--- config.mk ---
export PLATFORM = sky130hd
export DESIGN_NAME = cpu_run_ctrl_flat
export DESIGN_NICKNAME = d
export VERILOG_FILES = /design/src/rtl/cpu_run_ctrl_if.sv /design/src/rtl/cpu_run_ctrl.sv /design/src/flat_wrapper.sv
export SDC_FILE = /design/constraint.sdc
export NUM_CORES = 1
export LEC_CHECK = 0
export BUFFER_PORTS_ARGS = -buffer_cell sky130_fd_sc_hd__buf_2
export CAP_MARGIN = 30
export CELL_PAD_IN_SITES_DETAIL_PLACEMENT = 0
export CELL_PAD_IN_SITES_GLOBAL_PLACEMENT = 2
export CORE_MARGIN = 8
export CORE_UTILIZATION = 33
export DETAILED_ROUTE_END_ITERATION = 7
export PLACE_DENSITY = 0.91
export REMOVE_ABC_BUFFERS = 1
export SKIP_LAST_GASP = 1
export SYNTH_ARGS = -nofsm -noshare
export SYNTH_HDL_FRONTEND = slang
export SYNTH_SLANG_ARGS = --single-unit
--- constraint.sdc ---
create_clock -name clk -period 3.36 [get_ports clk]
set_input_delay 0.168 -clock clk [delete_from_list [all_inputs] [get_ports clk]]
set_output_delay 0.168 -clock clk [all_outputs]
set_load 0.05 [all_outputs]
--- src/rtl/cpu_run_ctrl_if.sv ---
// cpu_run_ctrl_if -- button/debug bus between the board front end and the run controller.
//   Inputs to the controller : run_pulse, step_pulse, halt_pulse, clr_cnt, pc, bp_addr, bp_arm
//   Outputs from controller  : cpu_en, state, cyc_cnt, brk_hit
//   master : the side that drives the pulses and watches the status (board glue / bench)
//   slave  : the run controller itself
interface cpu_run_ctrl_if;
    logic        run_pulse;
    logic        step_pulse;
    logic        halt_pulse;
    logic        clr_cnt;
    logic [31:0] pc;
    logic [31:0] bp_addr;
    logic        bp_arm;
    logic        cpu_en;
    logic [1:0]  state;
    logic [31:0] cyc_cnt;
    logic        brk_hit;

    modport master (
        output run_pulse, step_pulse, halt_pulse, clr_cnt, pc, bp_addr, bp_arm,
        input  cpu_en, state, cyc_cnt, brk_hit
    );

    modport slave (
        input  run_pulse, step_pulse, halt_pulse, clr_cnt, pc, bp_addr, bp_arm,
        output cpu_en, state, cyc_cnt, brk_hit
    );
endinterface

--- src/rtl/cpu_run_ctrl.sv ---
// cpu_run_ctrl -- run/step/halt sequencer producing the pipeline advance enable.
//   Free-runs at one cpu_en every RUN_DIV clocks, issues bursts of STEP_CYCLES enables per
//   step request, or holds the CPU halted. Counts issued enables in cyc_cnt.
// Parameters:
//   RUN_DIV     clk cycles per cpu_en in RUN (>=1)
//   STEP_CYCLES enables issued per step request (>=1)
// Ports:
//   clk  system clock
//   rst  asynchronous reset, active low
//   bus  cpu_run_ctrl_if.slave: pulses/clear/breakpoint in, cpu_en/state/cyc_cnt/brk_hit out
// Configuration:
//   CPU_RUN_CTRL_BRK_EN  when defined, a PC breakpoint halts RUN/STEP and sets brk_hit.
//                        When undefined, pc/bp_addr/bp_arm are ignored and brk_hit is 0.
module cpu_run_ctrl #(
    parameter int unsigned RUN_DIV     = 32'd1_000_000,
    parameter int unsigned STEP_CYCLES = 32'd1
) (
    input  logic          clk,
    input  logic          rst,
    cpu_run_ctrl_if.slave bus
);
    typedef enum logic [1:0] {
        ST_HALT = 2'b00,
        ST_RUN  = 2'b01,
        ST_STEP = 2'b10
    } state_e;

    localparam logic [31:0] DIV_LAST  = 32'(RUN_DIV - 1);
    localparam logic [31:0] STEP_LAST = 32'(STEP_CYCLES - 1);

    state_e      state_q, state_d;
    logic        en_q, en_d;
    logic [31:0] cyc_q, cyc_d;
    logic [31:0] div_q, div_d;
    logic [31:0] step_q, step_d;
    logic        trap;    // breakpoint forces HALT this cycle
    logic        resume;  // run/step accepted from HALT

`ifdef CPU_RUN_CTRL_BRK_EN
    logic brk_q, brk_d;
    logic mask_q, mask_d;  // suppresses re-trap at the PC we just stopped on

    assign trap = bus.bp_arm && (bus.pc == bus.bp_addr) && !mask_q &&
                  ((state_q == ST_RUN) || (state_q == ST_STEP));
`else
    assign trap = 1'b0;
`endif

    always_comb begin
        state_d = state_q;
        en_d    = 1'b0;
        div_d   = div_q;
        step_d  = step_q;
        resume  = 1'b0;
        // Clear wins over the increment in the same cycle.
        cyc_d   = bus.clr_cnt ? 32'd0 : cyc_q + {31'd0, en_q};

        case (state_q)
            ST_HALT: begin
                if (bus.halt_pulse) begin
                    state_d = ST_HALT;
                end else if (bus.run_pulse) begin
                    state_d = ST_RUN;
                    div_d   = 32'd0;
                    en_d    = (DIV_LAST == 32'd0);
                    resume  = 1'b1;
                end else if (bus.step_pulse) begin
                    state_d = ST_STEP;
                    step_d  = STEP_LAST;  // enables still owed after the first one
                    en_d    = 1'b1;
                    resume  = 1'b1;
                end
            end
            ST_RUN: begin
                if (bus.halt_pulse || bus.run_pulse || trap) begin
                    state_d = ST_HALT;
                end else begin
                    div_d = (div_q == DIV_LAST) ? 32'd0 : div_q + 32'd1;
                    // Enable is registered, so raise it for the cycle in which the divider
                    // sits at its last count: first enable lands RUN_DIV cycles after the pulse.
                    en_d  = (div_d == DIV_LAST);
                end
            end
            ST_STEP: begin
                if (bus.halt_pulse || trap || (step_q == 32'd0)) begin
                    state_d = ST_HALT;
                end else begin
                    step_d = step_q - 32'd1;
                    en_d   = 1'b1;
                end
            end
            default: state_d = ST_HALT;
        endcase
    end

`ifdef CPU_RUN_CTRL_BRK_EN
    always_comb begin
        brk_d  = brk_q;
        mask_d = mask_q && !en_q;  // mask lifts once an enable has moved the PC on
        if (resume) begin
            brk_d  = 1'b0;
            mask_d = 1'b1;
        end
        if (trap) brk_d = 1'b1;
    end

    always_ff @(posedge clk or negedge rst) begin
        if (!rst) begin
            brk_q  <= 1'b0;
            mask_q <= 1'b0;
        end else begin
            brk_q  <= brk_d;
            mask_q <= mask_d;
        end
    end

    assign bus.brk_hit = brk_q;
`else
    logic unused_brk;
    assign unused_brk  = ^{bus.pc, bus.bp_addr, bus.bp_arm, resume};
    assign bus.brk_hit = 1'b0;
`endif

    always_ff @(posedge clk or negedge rst) begin
        if (!rst) begin
            state_q <= ST_HALT;
            en_q    <= 1'b0;
            cyc_q   <= 32'd0;
            div_q   <= 32'd0;
            step_q  <= 32'd0;
        end else begin
            state_q <= state_d;
            en_q    <= en_d;
            cyc_q   <= cyc_d;
            div_q   <= div_d;
            step_q  <= step_d;
        end
    end

    assign bus.cpu_en  = en_q;
    assign bus.state   = state_q;
    assign bus.cyc_cnt = cyc_q;
endmodule
--- src/flat_wrapper.sv ---
// flat-port wrapper written by rule: the top's interface ports become plain ports
module cpu_run_ctrl_flat 
#(
    parameter int unsigned RUN_DIV     = 32'd1_000_000,
    parameter int unsigned STEP_CYCLES = 32'd1
)
  (clk, rst, bus_run_pulse, bus_step_pulse, bus_halt_pulse, bus_clr_cnt, bus_pc, bus_bp_addr, bus_bp_arm, bus_cpu_en, bus_state, bus_cyc_cnt, bus_brk_hit);
  cpu_run_ctrl_if bus_i ();
  input  logic clk;
  input  logic rst;
  input wire logic [$bits(bus_i.run_pulse)-1:0] bus_run_pulse;
  input wire logic [$bits(bus_i.step_pulse)-1:0] bus_step_pulse;
  input wire logic [$bits(bus_i.halt_pulse)-1:0] bus_halt_pulse;
  input wire logic [$bits(bus_i.clr_cnt)-1:0] bus_clr_cnt;
  input wire logic [$bits(bus_i.pc)-1:0] bus_pc;
  input wire logic [$bits(bus_i.bp_addr)-1:0] bus_bp_addr;
  input wire logic [$bits(bus_i.bp_arm)-1:0] bus_bp_arm;
  output wire logic [$bits(bus_i.cpu_en)-1:0] bus_cpu_en;
  output wire logic [$bits(bus_i.state)-1:0] bus_state;
  output wire logic [$bits(bus_i.cyc_cnt)-1:0] bus_cyc_cnt;
  output wire logic [$bits(bus_i.brk_hit)-1:0] bus_brk_hit;
  assign bus_i.run_pulse = bus_run_pulse;
  assign bus_i.step_pulse = bus_step_pulse;
  assign bus_i.halt_pulse = bus_halt_pulse;
  assign bus_i.clr_cnt = bus_clr_cnt;
  assign bus_i.pc = bus_pc;
  assign bus_i.bp_addr = bus_bp_addr;
  assign bus_i.bp_arm = bus_bp_arm;
  assign bus_cpu_en = bus_i.cpu_en;
  assign bus_state = bus_i.state;
  assign bus_cyc_cnt = bus_i.cyc_cnt;
  assign bus_brk_hit = bus_i.brk_hit;
  cpu_run_ctrl #(.RUN_DIV(RUN_DIV), .STEP_CYCLES(STEP_CYCLES)) u_core (.clk(clk), .rst(rst), .bus(bus_i));
endmodule
==> summary.md, run 1 <==
| Metric | Value |
|---|---|
| Final Cell Area | `6250 um2` |
| Max Root-Sink Buffers | `2` |
| M2 GR Usage | `0.219` |
| Largest cells by area after synthesis | `dfrtp_1, xor2_1, nor2_1` |
| Final Hold Fails | `0` |
| Iteration-0 DRC Markers | `368` |
| Synth area leader | `dfrtp_1` |
| Post-CTS Resized | `0` |
| Slowest library cell on the worst path | `or4_4` |
| Worst-path clk slew | `0.07 ns` |
| Fin crit share | `0.863` |
| Vias per cell | `5.23` |
| Die H | `144 um` |
| # diodes | `0` |
| DIE AREA | `20700 um2` |
| Most common cell in the netlist | `dfrtp_1` |
| FF+latch area | `2480 um2` |
| Worst Path Required | `3.59 ns` |
| Routed wire per std cell | `15.4 um` |
| GRT Total Usage | `0.132` |
| Setup ws final | `0.462 ns` |
| Post-synthesis cell type count | `52` |
| Detail Route Antenna Nets | `0` |
| Clock Sinks | `99` |
| GRT overflow | `0` |
| DRT Pass-1 Iters | `5` |
| Initial Utilization | `0.339` |
| Post-Syn Area | `5400 um2` |
| Number of global-route vias before repair | `4422` |
| Post-synthesis sequential area ratio | `0.459` |
| Initial antenna violation count | `0` |
| Post-place setup slack | `0.476 ns` |
| Final nets | `719` |
| Cell Pwr Density | `591 nW/um2` |
| Startpoint types | `register` |
| First-pass GRT wire length | `22100 um` |
| GR peak layer | `met2` |
| Worst setup path category | `reg2reg` |
| Setup Skew | `0.00963 ns` |
| Layout Area Growth over Synthesis | `15.7%` |
| Number of filler cells placed in the layout | `1595` |
| Routed vias | `4522` |
| Endpoints failing setup | `0` |
| RD Place Congestion | `0.819` |
| CTS Buf Count | `9` |
| Register bit total from synthesis | `99` |
| GR Util met3 | `0.0232` |
| PortBufs | `40` |
| Top cells by count, synth | `dfrtp_1, nor2_1, nand2_1` |
| Number of H-tree levels | `3` |
| WP data arrival | `3.12 ns` |
| CTS root buf | `clkbuf_16` |
| VDD IR max | `0.253 mV` |
| Cell row count | `46` |
| Maximum clock frequency | `345 MHz` |
| RSZ-0062 raised after global routing | `no` |
| Min Tclk post-route | `2.90 ns` |
| Die W | `144 um` |
| Crit-path most repeated cell | `or4_4` |
| Post-CTS setup buffers | `0` |
| Synth warnings | `0` |
| Pin count of the biggest net entering global routing | `49` |
| Area occupied by multi-input gates | `2770 um2` |
| Cells after Synth | `606` |
| Cell breakdown of the critical path | `or4_4, or4_4, or4_4, a21oi_4, inv_4, nand3b_1, xor2_1, nor2_1` |
| Top-area cell type share of the netlist area | `0.459` |
| GR Util met1 | `0.167` |
| Avg Inst Size Synth | `8.91 um2` |
| Async SR Flop Fraction | `1.00` |
| HP Class | `in2reg` |
| Core Region | `15900 um2` |
| Pins over their slew limit | `0` |
| Number of max-cap violations | `0` |
| Post-DP HPWL | `9290 um` |
| Worst-Margin Slew | `0.960 ns` |
| Prevailing post-synth register cell | `dfrtp_1` |
| Post-synth EDFFs | `0` |
| Clk_lat worst skew | `0.35 ns` |
| Fin Hold WS | `0.258 ns` |
| Crit. End Element | `register` |
| Layout cells sized above 1 | `0.133` |
| Outcome | `finished clean` |
| CTS tree | `built` |
| Top-level I/O count | `107` |
| Worst-path fanout max | `7` |
| DRT Wirelength | `13300 um` |
| Power Total | `3690 uW` |
| DP Area | `5880 um2` |
| Static Leak | `0.00268 uW` |
| DRC Markers | `0` |
| CP max stage delay | `0.57 ns` |
| Worst slew margin | `0.357` |
-- final cells by class --
cell class,instances,share of cell area
Multi-Input combinational cell,466,0.444
Sequential cell,99,0.397
Timing Repair Buffer,56,0.0521
Tap cell,216,0.0433
Clock buffer,10,0.0383
Clock inverter,6,0.0190
Inverter,11,0.00701
-- where the power goes --
part / total [uW] / internal, uW / switching (uW)
clock: 1250 / 760 / 486
combinational: 937 / 392 / 545
sequential: 1510 / 1350 / 162
-- worst max-delay path, delay by kind of cell, from the launching register on --
family | cells | cell delay, ns
buffers and inverters | 1 | 0.10
flip-flops | 1 | 0.42
AND/OR/NAND/NOR | 5 | 1.78
AO/OA/AOI/OAI | 1 | 0.30
XOR/XNOR | 1 | 0.18
-- worst paths after layout --
| kind | start | end | slack (ns) | cells past startpoint |
|---|---|---|---|---|
| worst max register to register | u_core.step_q[14] | u_core.step_q[5] | 0.46 | 8 |
| worst max-delay path | u_core.step_q[14] | u_core.step_q[5] | 0.46 | 8 |
| max in group asynchronous | rst | u_core.div_q[22] | 2.15 | 3 |
| min in group asynchronous | rst | u_core.bus.cyc_cnt[26] | 0.38 | 2 |
| worst min-delay path | bus_step_pulse | u_core.step_q[18] | 0.26 | 3 |
| worst min register to register | u_core.div_q[7] | u_core.div_q[7] | 0.52 | 1 |
-- state kept, by name, indices dropped and copies added, names as in the netlist --
name,flops
u_core.bus.cyc_cnt,32
u_core.div_q,32
u_core.step_q,32
u_core.bus.state,2
u_core.bus.cpu_en,1
-- layer usage --
layer	share of wire	up-vias	wire length, um
met3	0.037	13	492
met1	0.48	2226	6350
li1	-	2207	-
met2	0.47	76	6260
met5	0	-	0
met4	0.015	0	193
-- cells in the final DEF, fill, tap and decap left out, drive strengths merged, types with 12 or more instances in the layout --
cell,synthesis,final
dfrtp,99,99
nor2,77,77
nand2,62,62
buf,6,55
o21ai,49,49
xor2,35,35
nand3,33,33
xnor2,30,30
nor3,21,21
o31ai,18,18
a21oi,16,16
nand4,16,16
nor4,16,16
inv,11,14
and3,12,12
-- cell families after synthesis --
logic type | synth area share
xor gates and xnor gates | 0.105
AOI/OAI and AO/OA | 0.113
other | 0.000694
adders and majority gates | 0.0116
and+or+nand+nor | 0.276
buffers and inverters | 0.0304
muxes | 0.00371
DFF | 0.459
-- stage by stage --
| step | util | TNS, ns | cells |
|---|---|---|---|
| global route | 0.392 | 0 | 864 |
| finish | 0.392 | 0 | 864 |
| detailed placement | 0.369 | 0 | 847 |
| floorplan | - | -0.0310 | 576 |
| global placement | 0.369 | 0 | 847 |
| CTS | 0.392 | 0 | 864 |
-- what timing repair did --
item / 4_1_cts / 5_1_grt
endpoints found under the setup margin: 0 / 0
hold buffers: 1 / 0
hold endpoints to repair: 46 / 0
Note: power is estimated with default switching activity, not from simulation.
==> inputs of run 2 (changes only) <==
--- a/config.mk
+++ b/config.mk
@@ -10,9 +10,11 @@
 export CELL_PAD_IN_SITES_DETAIL_PLACEMENT = 0
 export CELL_PAD_IN_SITES_GLOBAL_PLACEMENT = 2
 export CORE_MARGIN = 8
-export CORE_UTILIZATION = 33
+export CORE_UTILIZATION = 34
+export CTS_BUF_LIST = sky130_fd_sc_hd__clkbuf_2
+export CTS_CLUSTER_SIZE = 10
 export DETAILED_ROUTE_END_ITERATION = 7
-export PLACE_DENSITY = 0.91
+export PLACE_DENSITY_LB_ADDON = 0.1
 export REMOVE_ABC_BUFFERS = 1
 export SKIP_LAST_GASP = 1
 export SYNTH_ARGS = -nofsm -noshare
==> run 2 against run 1 <==
  * Clock-buffer cell count unchanged
  * Combinational power up 4.8%
  * Cell count up 0.46%
  * Register-to-register slack worse by 0.06 ns
  * Critical path type unchanged
  * Clock skew up 0.026 ns
  * Largest power group unchanged
==> summary.md, run 2 (synthesis results as in run 1) <==
| Metric | Value |
|---|---|
| Most common cell after layout, fill and taps aside | `dfrtp_1` |
| CTS tree | `built` |
| DRT Wirelength | `13600 um` |
| Number of H-tree levels | `3` |
| Reg2reg start | `u_core.step_q[14]` |
| Endpoints failing setup | `0` |
| Psw | `1140 uW` |
| R2R setup slack | `0.40 ns` |
| DRT Pass-1 Iters | `4` |
| Number of filler cells placed in the layout | `1619` |
| First-pass GRT wire length | `22800 um` |
| Worst-Margin Slew | `0.865 ns` |
| Critical Path Start | `u_core.step_q[14]` |
| Routed wire per std cell | `15.6 um` |
| WP data arrival | `3.44 ns` |
| DP Area | `5900 um2` |
| Slowest library cell on the worst path | `or4_4` |
| Fin crit share | `0.881` |
| Worst path bufs/invs | `1` |
| Routed vias | `4485` |
| Commonest cells after routing, fill and taps aside | `dfrtp_1, nor2_1, nand2_1` |
| Min Tclk post-route | `2.96 ns` |
| Seq pwr share | `0.504` |
| Critical path's top delay family | `simple AND/OR/NAND/NOR gates` |
| Crit. End Element | `register` |
| Vias per cell | `5.17` |
| CTS root buf | `clkbuf_2` |
| RD Place Congestion | `0.764` |
| Iteration-0 DRC Markers | `285` |
| Power share of the clock group | `0.168` |
| Die H | `142 um` |
| CP max stage delay | `0.58 ns` |
| Worst Path Required | `3.84 ns` |
| Top-level I/O count | `107` |
| Post-CTS Resized | `0` |
| Worst slew margin | `0.423` |
| VDD IR max | `0.317 mV` |
| Number of max-cap violations | `0` |
| Post-DP HPWL | `9520 um` |
| Combinational power share | `0.328` |
| RSZ-0062 raised after global routing | `no` |
| Worst-path clk slew | `0.28 ns` |
| Max Root-Sink Buffers | `2` |
| Cell Pwr Density | `498 nW/um2` |
| PortBufs | `40` |
| Number of global-route vias before repair | `4460` |
| Switching Fraction | `0.380` |
| P_int | `1860 uW` |
| GRT overflow | `0` |
| DIE AREA | `20200 um2` |
| Core Region | `15700 um2` |
| Detail Route Antenna Nets | `0` |
| Clk_lat worst skew | `0.57 ns` |
| HP Class | `in2reg` |
| # diodes | `0` |
| Hold Crit Start | `bus_run_pulse` |
| Crit-path most repeated cell | `or4_4` |
| Cell row count | `46` |
| Static Leak | `0.00258 uW` |
| Worst setup path category | `reg2reg` |
| Setup Skew | `0.0357 ns` |
| FF+latch area | `2480 um2` |
| CTS Buf Count | `9` |
| Pins over their slew limit | `0` |
| Power Total | `2990 uW` |
| Startpoint types | `register` |
| Layout cells sized above 1 | `0.132` |
| Clock Sinks | `99` |
| Area occupied by multi-input gates | `2770 um2` |
| Final nets | `724` |
| GRT Total Usage | `0.141` |
| Worst-path fanout max | `7` |
| Initial Utilization | `0.344` |
| Maximum clock frequency | `338 MHz` |
| Die W | `142 um` |
| Final Cell Area | `6010 um2` |
| DRC Markers | `0` |
| Final Hold Fails | `0` |
| Outcome | `finished clean` |
| Layout Area Growth over Synthesis | `11.4%` |
| Pin count of the biggest net entering global routing | `63` |
| Cell breakdown of the critical path | `or4_4, or4_4, or4_4, a21oi_4, inv_4, nand3_1, xor2_1, nor2_1` |
| Initial antenna violation count | `0` |
[run 2: cell types whose count changed in the layout (fill, tap and decap cells not counted), sizes merged]
cell         before  now
buf              55   58
inv              14   11
clkinvlp          0    2
clkinv            0    3
bufinv            3    0
dlygate4sd3       1    3
[run 2: layout make-up]
type                            instances  share of cell area
Clock inverter                          5             0.00520
Clock buffer                           10             0.00832
Tap cell                              216              0.0449
Multi-Input combinational cell        466               0.461
Sequential cell                        99               0.412
Inverter                               11             0.00728
Timing Repair Buffer                   61              0.0612
[run 2: final timing paths]
path / end / cells after the start
setup reg to reg: u_core.step_q[9] / 8
hold / removal: u_core.step_q[18] / 4
hold reg to reg: u_core.div_q[7] / 1
setup / recovery: u_core.step_q[9] / 8
max in group asynchronous: u_core.div_q[5] / 3
min in group asynchronous: u_core.bus.state[1] / 2
[run 2: timing repair]
item                      CTS  global route
hold endpoints to repair   67             0
buffers inserted            0             0
hold buffers                3             0
[run 2: per-layer routing]
metal  wire length, um  GRT usage
met5                 0          0
met3               642     0.0221
met4               190     0.0526
met1              6980      0.197
met2              5760      0.212
[run 2: worst min-delay path, stage by stage]
cell      delay [ns]
buf_2           0.10
nor3_1          0.08
nand3b_1        0.20
and2_1          0.17
[run 2: power by group through the flow]
stage          clock, uW  combinational (uW)  sequential [uW]
3_5_place_dp           0                 982             1520
3_3_place_gp           0                 973             1520
2_1_floorplan          0                 645             1510
6_report             504                 982             1510
4_1_cts              540                 989             1510
5_1_grt              570                1110             1530
[run 2: metrics by stage]
stage               instances  TNS (ns)   util  hold WS, ns  worst slack [ns]
floorplan                 576   -0.0310      -       -0.128           -0.0111
global placement          849         0  0.375        0.336             0.464
detailed placement        850         0  0.376        0.347             0.458
CTS                       868         0  0.383       0.0492             0.414
global route              868         0  0.383        0.100             0.317
finish                    868         0  0.383        0.152             0.400
